===== src/rtl/hex_display_scheduler.sv =====
// hex_display_scheduler
//   Shares one external 4-bit -> 7-segment decoder across DIGITS HEX displays.
//   A load captures a value. The nibbles are then walked through the decoder one
//   digit per cycle, from the most significant digit down to digit 0. The decoded
//   frame is committed to the display registers in one step. The block also
//   provides leading-zero blanking, per-digit blinking and a one-deep pending-load
//   buffer.
// Ports
//   clk, rst_n  clock (rising edge), asynchronous active-low reset
//   load        capture value/blank_lz this cycle
//   value       packed nibbles, digit 0 = value[3:0]
//   blank_lz    blank the leading zeros of this load
//   blink_mask  per-digit blink enable (registered internally)
//   dec_in      nibble presented to the shared decoder (registered)
//   dec_seg     decoder result for dec_in, active-low {g,f,e,d,c,b,a}
//   hex_out     registered segments, digit i = hex_out[7i+6:7i], active-low
//   busy        registered, high while not IDLE
//   done        one-cycle pulse after the frame commit
module hex_display_scheduler #(
    parameter int DIGITS    = 6,
    parameter int BLINK_DIV = 25000000
) (
    input  logic                  clk,
    input  logic                  rst_n,
    input  logic                  load,
    input  logic [4*DIGITS-1:0]   value,
    input  logic                  blank_lz,
    input  logic [DIGITS-1:0]     blink_mask,
    output logic [3:0]            dec_in,
    input  logic [6:0]            dec_seg,
    output logic [7*DIGITS-1:0]   hex_out,
    output logic                  busy,
    output logic                  done
);
    localparam int IW = $clog2(DIGITS);
    localparam int CW = $clog2(BLINK_DIV);
    localparam logic [6:0] BLANK = 7'h7F;

    typedef enum logic [1:0] {IDLE, SCAN, COMMIT} state_t;

    state_t                      state_q;
    logic [IW-1:0]               idx_q;
    logic [DIGITS-1:0][3:0]      shadow_q;
    logic                        lz_active_q;
    logic [DIGITS-1:0][6:0]      frame_q;
    logic [DIGITS-1:0][6:0]      disp_q;
    logic [DIGITS-1:0][6:0]      hex_q;
    logic                        pend_vld_q;
    logic [DIGITS-1:0][3:0]      pend_val_q;
    logic                        pend_lz_q;
    logic [3:0]                  dec_in_q;
    logic                        busy_q;
    logic                        done_q;
    logic [DIGITS-1:0]           blink_mask_q;
    logic [CW-1:0]               cnt_q;
    logic                        blink_phase_q;

    // A live load always beats the pending entry because it is the latest request.
    logic [DIGITS-1:0][3:0]      src_val_d;
    logic                        src_lz_d;
    logic [3:0]                  nib;

    always_comb begin
        src_val_d = load ? value : pend_val_q;
        src_lz_d  = load ? blank_lz : pend_lz_q;
        nib       = shadow_q[idx_q];
    end

    always_ff @(posedge clk or negedge rst_n) begin
        if (!rst_n) begin
            state_q     <= IDLE;
            idx_q       <= '0;
            shadow_q    <= '0;
            lz_active_q <= 1'b0;
            frame_q     <= {DIGITS{BLANK}};
            disp_q      <= {DIGITS{BLANK}};
            pend_vld_q  <= 1'b0;
            pend_val_q  <= '0;
            pend_lz_q   <= 1'b0;
            dec_in_q    <= '0;
            busy_q      <= 1'b0;
            done_q      <= 1'b0;
        end else begin
            done_q <= 1'b0;
            if (load && state_q != IDLE) begin
                pend_vld_q <= 1'b1;
                pend_val_q <= value;
                pend_lz_q  <= blank_lz;
            end
            case (state_q)
                IDLE: begin
                    if (load || pend_vld_q) begin
                        shadow_q    <= src_val_d;
                        lz_active_q <= src_lz_d;
                        idx_q       <= IW'(DIGITS-1);
                        // The first decoder nibble is registered here so it is stable for the whole first SCAN cycle.
                        dec_in_q    <= src_val_d[DIGITS-1];
                        pend_vld_q  <= 1'b0;
                        busy_q      <= 1'b1;
                        state_q     <= SCAN;
                    end
                end
                SCAN: begin
                    // Digit 0 is never blanked, so an all-zero value still shows a single 0.
                    frame_q[idx_q] <= (lz_active_q && nib == 4'd0 && idx_q != '0) ? BLANK : dec_seg;
                    if (nib != 4'd0) lz_active_q <= 1'b0;
                    if (idx_q == '0) begin
                        state_q <= COMMIT;
                    end else begin
                        idx_q    <= idx_q - IW'(1);
                        dec_in_q <= shadow_q[idx_q - IW'(1)];
                    end
                end
                COMMIT: begin
                    disp_q  <= frame_q;
                    busy_q  <= 1'b0;
                    done_q  <= 1'b1;
                    state_q <= IDLE;
                end
                default: state_q <= IDLE;
            endcase
        end
    end

    // Free-running blink timebase. A phase of 0 means the digits are visible.
    always_ff @(posedge clk or negedge rst_n) begin
        if (!rst_n) begin
            cnt_q         <= '0;
            blink_phase_q <= 1'b0;
            blink_mask_q  <= '0;
        end else begin
            blink_mask_q <= blink_mask;
            if (cnt_q == CW'(BLINK_DIV-1)) begin
                cnt_q         <= '0;
                blink_phase_q <= ~blink_phase_q;
            end else begin
                cnt_q <= cnt_q + CW'(1);
            end
        end
    end

    for (genvar g = 0; g < DIGITS; g++) begin : g_dig
        always_ff @(posedge clk or negedge rst_n) begin
            if (!rst_n) hex_q[g] <= BLANK;
            else        hex_q[g] <= (blink_mask_q[g] & blink_phase_q) ? BLANK : disp_q[g];
        end
    end

    assign hex_out = hex_q;
    assign dec_in  = dec_in_q;
    assign busy    = busy_q;
    assign done    = done_q;
endmodule

===== config.mk =====
export PLATFORM = sky130hd
export DESIGN_NAME = hex_display_scheduler
export DESIGN_NICKNAME = d
export VERILOG_FILES = /design/src/rtl/hex_display_scheduler.sv
export SDC_FILE = /design/constraint.sdc
export NUM_CORES = 1
export LEC_CHECK = 0
export CAP_MARGIN = 20
export CORE_MARGIN = 4
export CORE_UTILIZATION = 37
export DETAILED_ROUTE_END_ITERATION = 10
export GPL_ROUTABILITY_DRIVEN = 0
export PLACE_DENSITY_LB_ADDON = 0.12
export SYNTH_ARGS = -nofsm -noshare
export SYNTH_HDL_FRONTEND = slang
export SYNTH_SLANG_ARGS = --single-unit

===== constraint.sdc =====
create_clock -name clk -period 2.5 [get_ports clk]
set_input_delay 0.5 -clock clk [delete_from_list [all_inputs] [get_ports clk]]
set_output_delay 0.5 -clock clk [all_outputs]
set_load 0.05 [all_outputs]

==> results.yml <==
run_status:
  status: "completed"
floorplanning:
  floorplan.die_area_um2: 27200
  design.core.area_um2: 24300
  rows: 57
  initial_utilization_pct: 37.5
  die_y_um: 165
  pin_count: 89
  die_x_um: 165
logic_synthesis:
  avgSynthCellArea_um2: 13.3
  yosysSeqAreaShare_pct: 62.0
  mappedNetlistNets: 732
  yosys_warnings: 0
  synth_seq_cells: 220
  post_synth_inst_count: 688
  syn_area_um2: 9130
  yosysUniqueCellTypes: 51
detailed_routing:
  initialDrtViolationCount: 248
  drc_errors: 0
  vias: 5480
  drt-pass1-iter-count: 5
  drtAntennaViolNets: 0
  routed_wirelength_um: 18700
  route.detailed.wl_per_inst_um: 16.5
  vias_per_cell: 4.83
worst_hold_path:
  min_delay_path_depth: 1
  timing.hold.worst.start: "blink_mask[1]"
  hold_path_class: "in -> reg"
setup_path:
  cp_data_arrival_time_ps: 1840
  slowest_delay_ps: 810
  crit_type: "reg -> out"
  cp.depth: 1
  crit_path_start_kind: "flip-flop"
  reg2reg_depth: 5
  path_cells: "clkdlybuf4s50_1"
  setup.worst_path.start: "hex_out[38]"
  critPathSlowestCell: "sky130_fd_sc_hd__clkdlybuf4s50_1"
  kind_of_cell_with_the_highest_combined_delay_on_the_critical_path: "buffers and inverters"
  rr_startpoint: "idx_q[0]"
  cp_max_fo: 1
  required_ps: 2000
  path_buf_inv: 1
  worstSetupEndpointType: "primary output"
timing:
  period_needed_ps: 2340
  slew-limit-headroom_pct: 50.8
  setup-tns-final_ps: 0
  report.final.setup_viol: 0
  rsz0062_at_grt: "false"
  timing_hold_violations_final: 0
  maxClockFrequency_ghz: 0.427
  slew_violations: 0
  hold_ws_ps: 424
  clock-skew-final_ps: 14.4
  final_min_period_over_clock_period_pct: 93.6
  worst_pin_slew_ps: 733
  finalWorstSetupSlack_ps: 159
finish:
  layout.cells.most_common: "sky130_fd_sc_hd__dfstp_2"
  finish.net_count: 836
  final_layout_size_suffix_gt1_share_pct: 33.2
  layout.cell_area.non_filler_um2: 11300
  antennaDiodeCount: 0
  final_cell_mix: "sky130_fd_sc_hd__dfstp_2, sky130_fd_sc_hd__dfrtp_1, sky130_fd_sc_hd__clkdlybuf4s50_1, sky130_fd_sc_hd__nand2_1, sky130_fd_sc_hd__mux2_2"
  area_delta_synth_final_pct: 23.8
global_routing:
  wire_length_of_the_first_global_routing_pass_um: 31000
  first_global_vias: 5786
  grt_overflow_total: 0
  grt.total_usage_pct: 14.1
  antenna_found_initial: 0
  maximum_number_of_pins_on_one_net_before_global_route_repair: 68
cts:
  cts_max_path_buffers: 3
  clk_pin_slew_ps: 50
  holdBufCountCts: 1
  htreeDepth: 1
  cts_tree: "yes"
  cts_resized: 0
  sinks_on_the_clock_net: 220
  cts_inserted_buffers: 26
  post_cts.repair.setup_buffers: 0
  worst_skew_pair.late_latency_ps: 520
  cts_root_buf: "sky130_fd_sc_hd__clkbuf_16"
placed_design:
  pre_cts_ws_ps: 240
  place.port_buffers: 88
  place.detailed.hpwl_um: 12800
  place_area_um2: 10400
power_and_ir_drop:
  comb_power_share_pct: 32.9
  cellPowerDensity_nw_per_um2: 1310
  share_seq_of_total_power_pct: 42.3
  power_report.internal_total_mw: 9.89
  power.share.clock_pct: 24.7
  leakage_power_figure_nw: 4.87
  total_switching_power_mw: 4.93
  swShare_pct: 33.3
  irDropWorstVdd_uv: 658
flow_run:
  drv.max_cap_violation_count: 0
per-layer routing:
metal  vias to the layer above  GRT usage, %  share of wire (%)
li1                       2606             -                  -
met1                      2762          19.5                 46
met2                        92          22.8                 48
met3                        20          2.83                3.9
met4                         0          3.40                1.8
met5                         -             0                  0
worst paths after layout:
check	slack (ps)	endpoint
worst max register to register	220	dec_in[0]
worst min-delay path	420	blink_mask_q[1]
worst max-delay path	160	hex_out[38]
max in group asynchronous	1250	hex_out[24]
min in group asynchronous	460	blink_mask_q[2]
worst min register to register	480	cnt_q[0]
metrics by stage:
step	cells	util, %	power, mW
after floorplan	688	-	9.74
after global placement	1087	43.0	11.1
after detailed placement	1087	43.0	11.3
after CTS	1134	46.5	15.0
after global routing	1134	46.5	15.7
final	1134	46.5	14.8
power by group through the flow:
stage	clock, mW	sequential (mW)	combinational (mW)
global placement	0	6.30	4.84
CTS	3.78	6.30	4.95
floorplan	0	7.26	2.48
finish	3.67	6.27	4.87
detailed placement	0	6.34	4.93
global route	3.94	6.45	5.29
state kept, by name, summed over array words and instances (netlist names), 4 cells and up:
register      flops
hex_out          42
disp_q           42
shadow_q         24
blink_mask_q      6
frame_q          42
cnt_q            25
pend_val_q       24
dec_in            4
kinds of logic (layout without fill, tap and decap cells):
logic type	Yosys count	after routing	synth area share [%]
DFF	220	220	62.0
and+or+nand+nor	217	217	13.4
muxes	121	121	14.7
AOI/OAI and AO/OA	67	67	4.96
buffers and inverters	36	158	2.04
xor gates and xnor gates	24	24	2.38
adders and majority gates	3	3	0.411
cell usage after synthesis, drive strengths merged:
master    n  area, um2
mux2i    50        500
nand3    20        118
dfrtp    94       2350
clkbuf    9       33.8
nor2     35        131
or2b      1       7.51
or4       4       30.0
o22a     15        131
mux4      4       90.1
xnor2     8       77.6
a221o     4       40.0
buf      20        121
nor4      7        104
nor3      7       68.8
nand2    75        282
and2      3       18.8
mux2     67        754
o22ai     1       6.26
o41ai     2       17.5
inv       6       22.5
and3      1       6.26
nor4b     3       26.3
a22o      4       35.0
ha        3       37.5
dfstp   126       3310
or3b      1       8.76
and4      3       26.3
nand2b   44        275
nand4     8       92.6
or3       1       6.26
or2       1       6.26
a211o     1       8.76
o21ai    30        150
clkinv    1       8.76
a21o      1       7.51
a21oi     9       56.3
nor2b     3       18.8
xor2     16        140
layout make-up:
| type | count | area, um2 |
|---|---|---|
| sequential | 220 | 5660 |
| clock buffer | 43 | 798 |
| multi-input combinational | 432 | 3290 |
| clock inverter | 3 | 43.8 |
| tap | 324 | 405 |
| inverter | 7 | 31.3 |
| fill | 2186 | 13000 |
| timing repair buffer | 105 | 1060 |
Note: power is estimated with default switching activity, not from simulation.
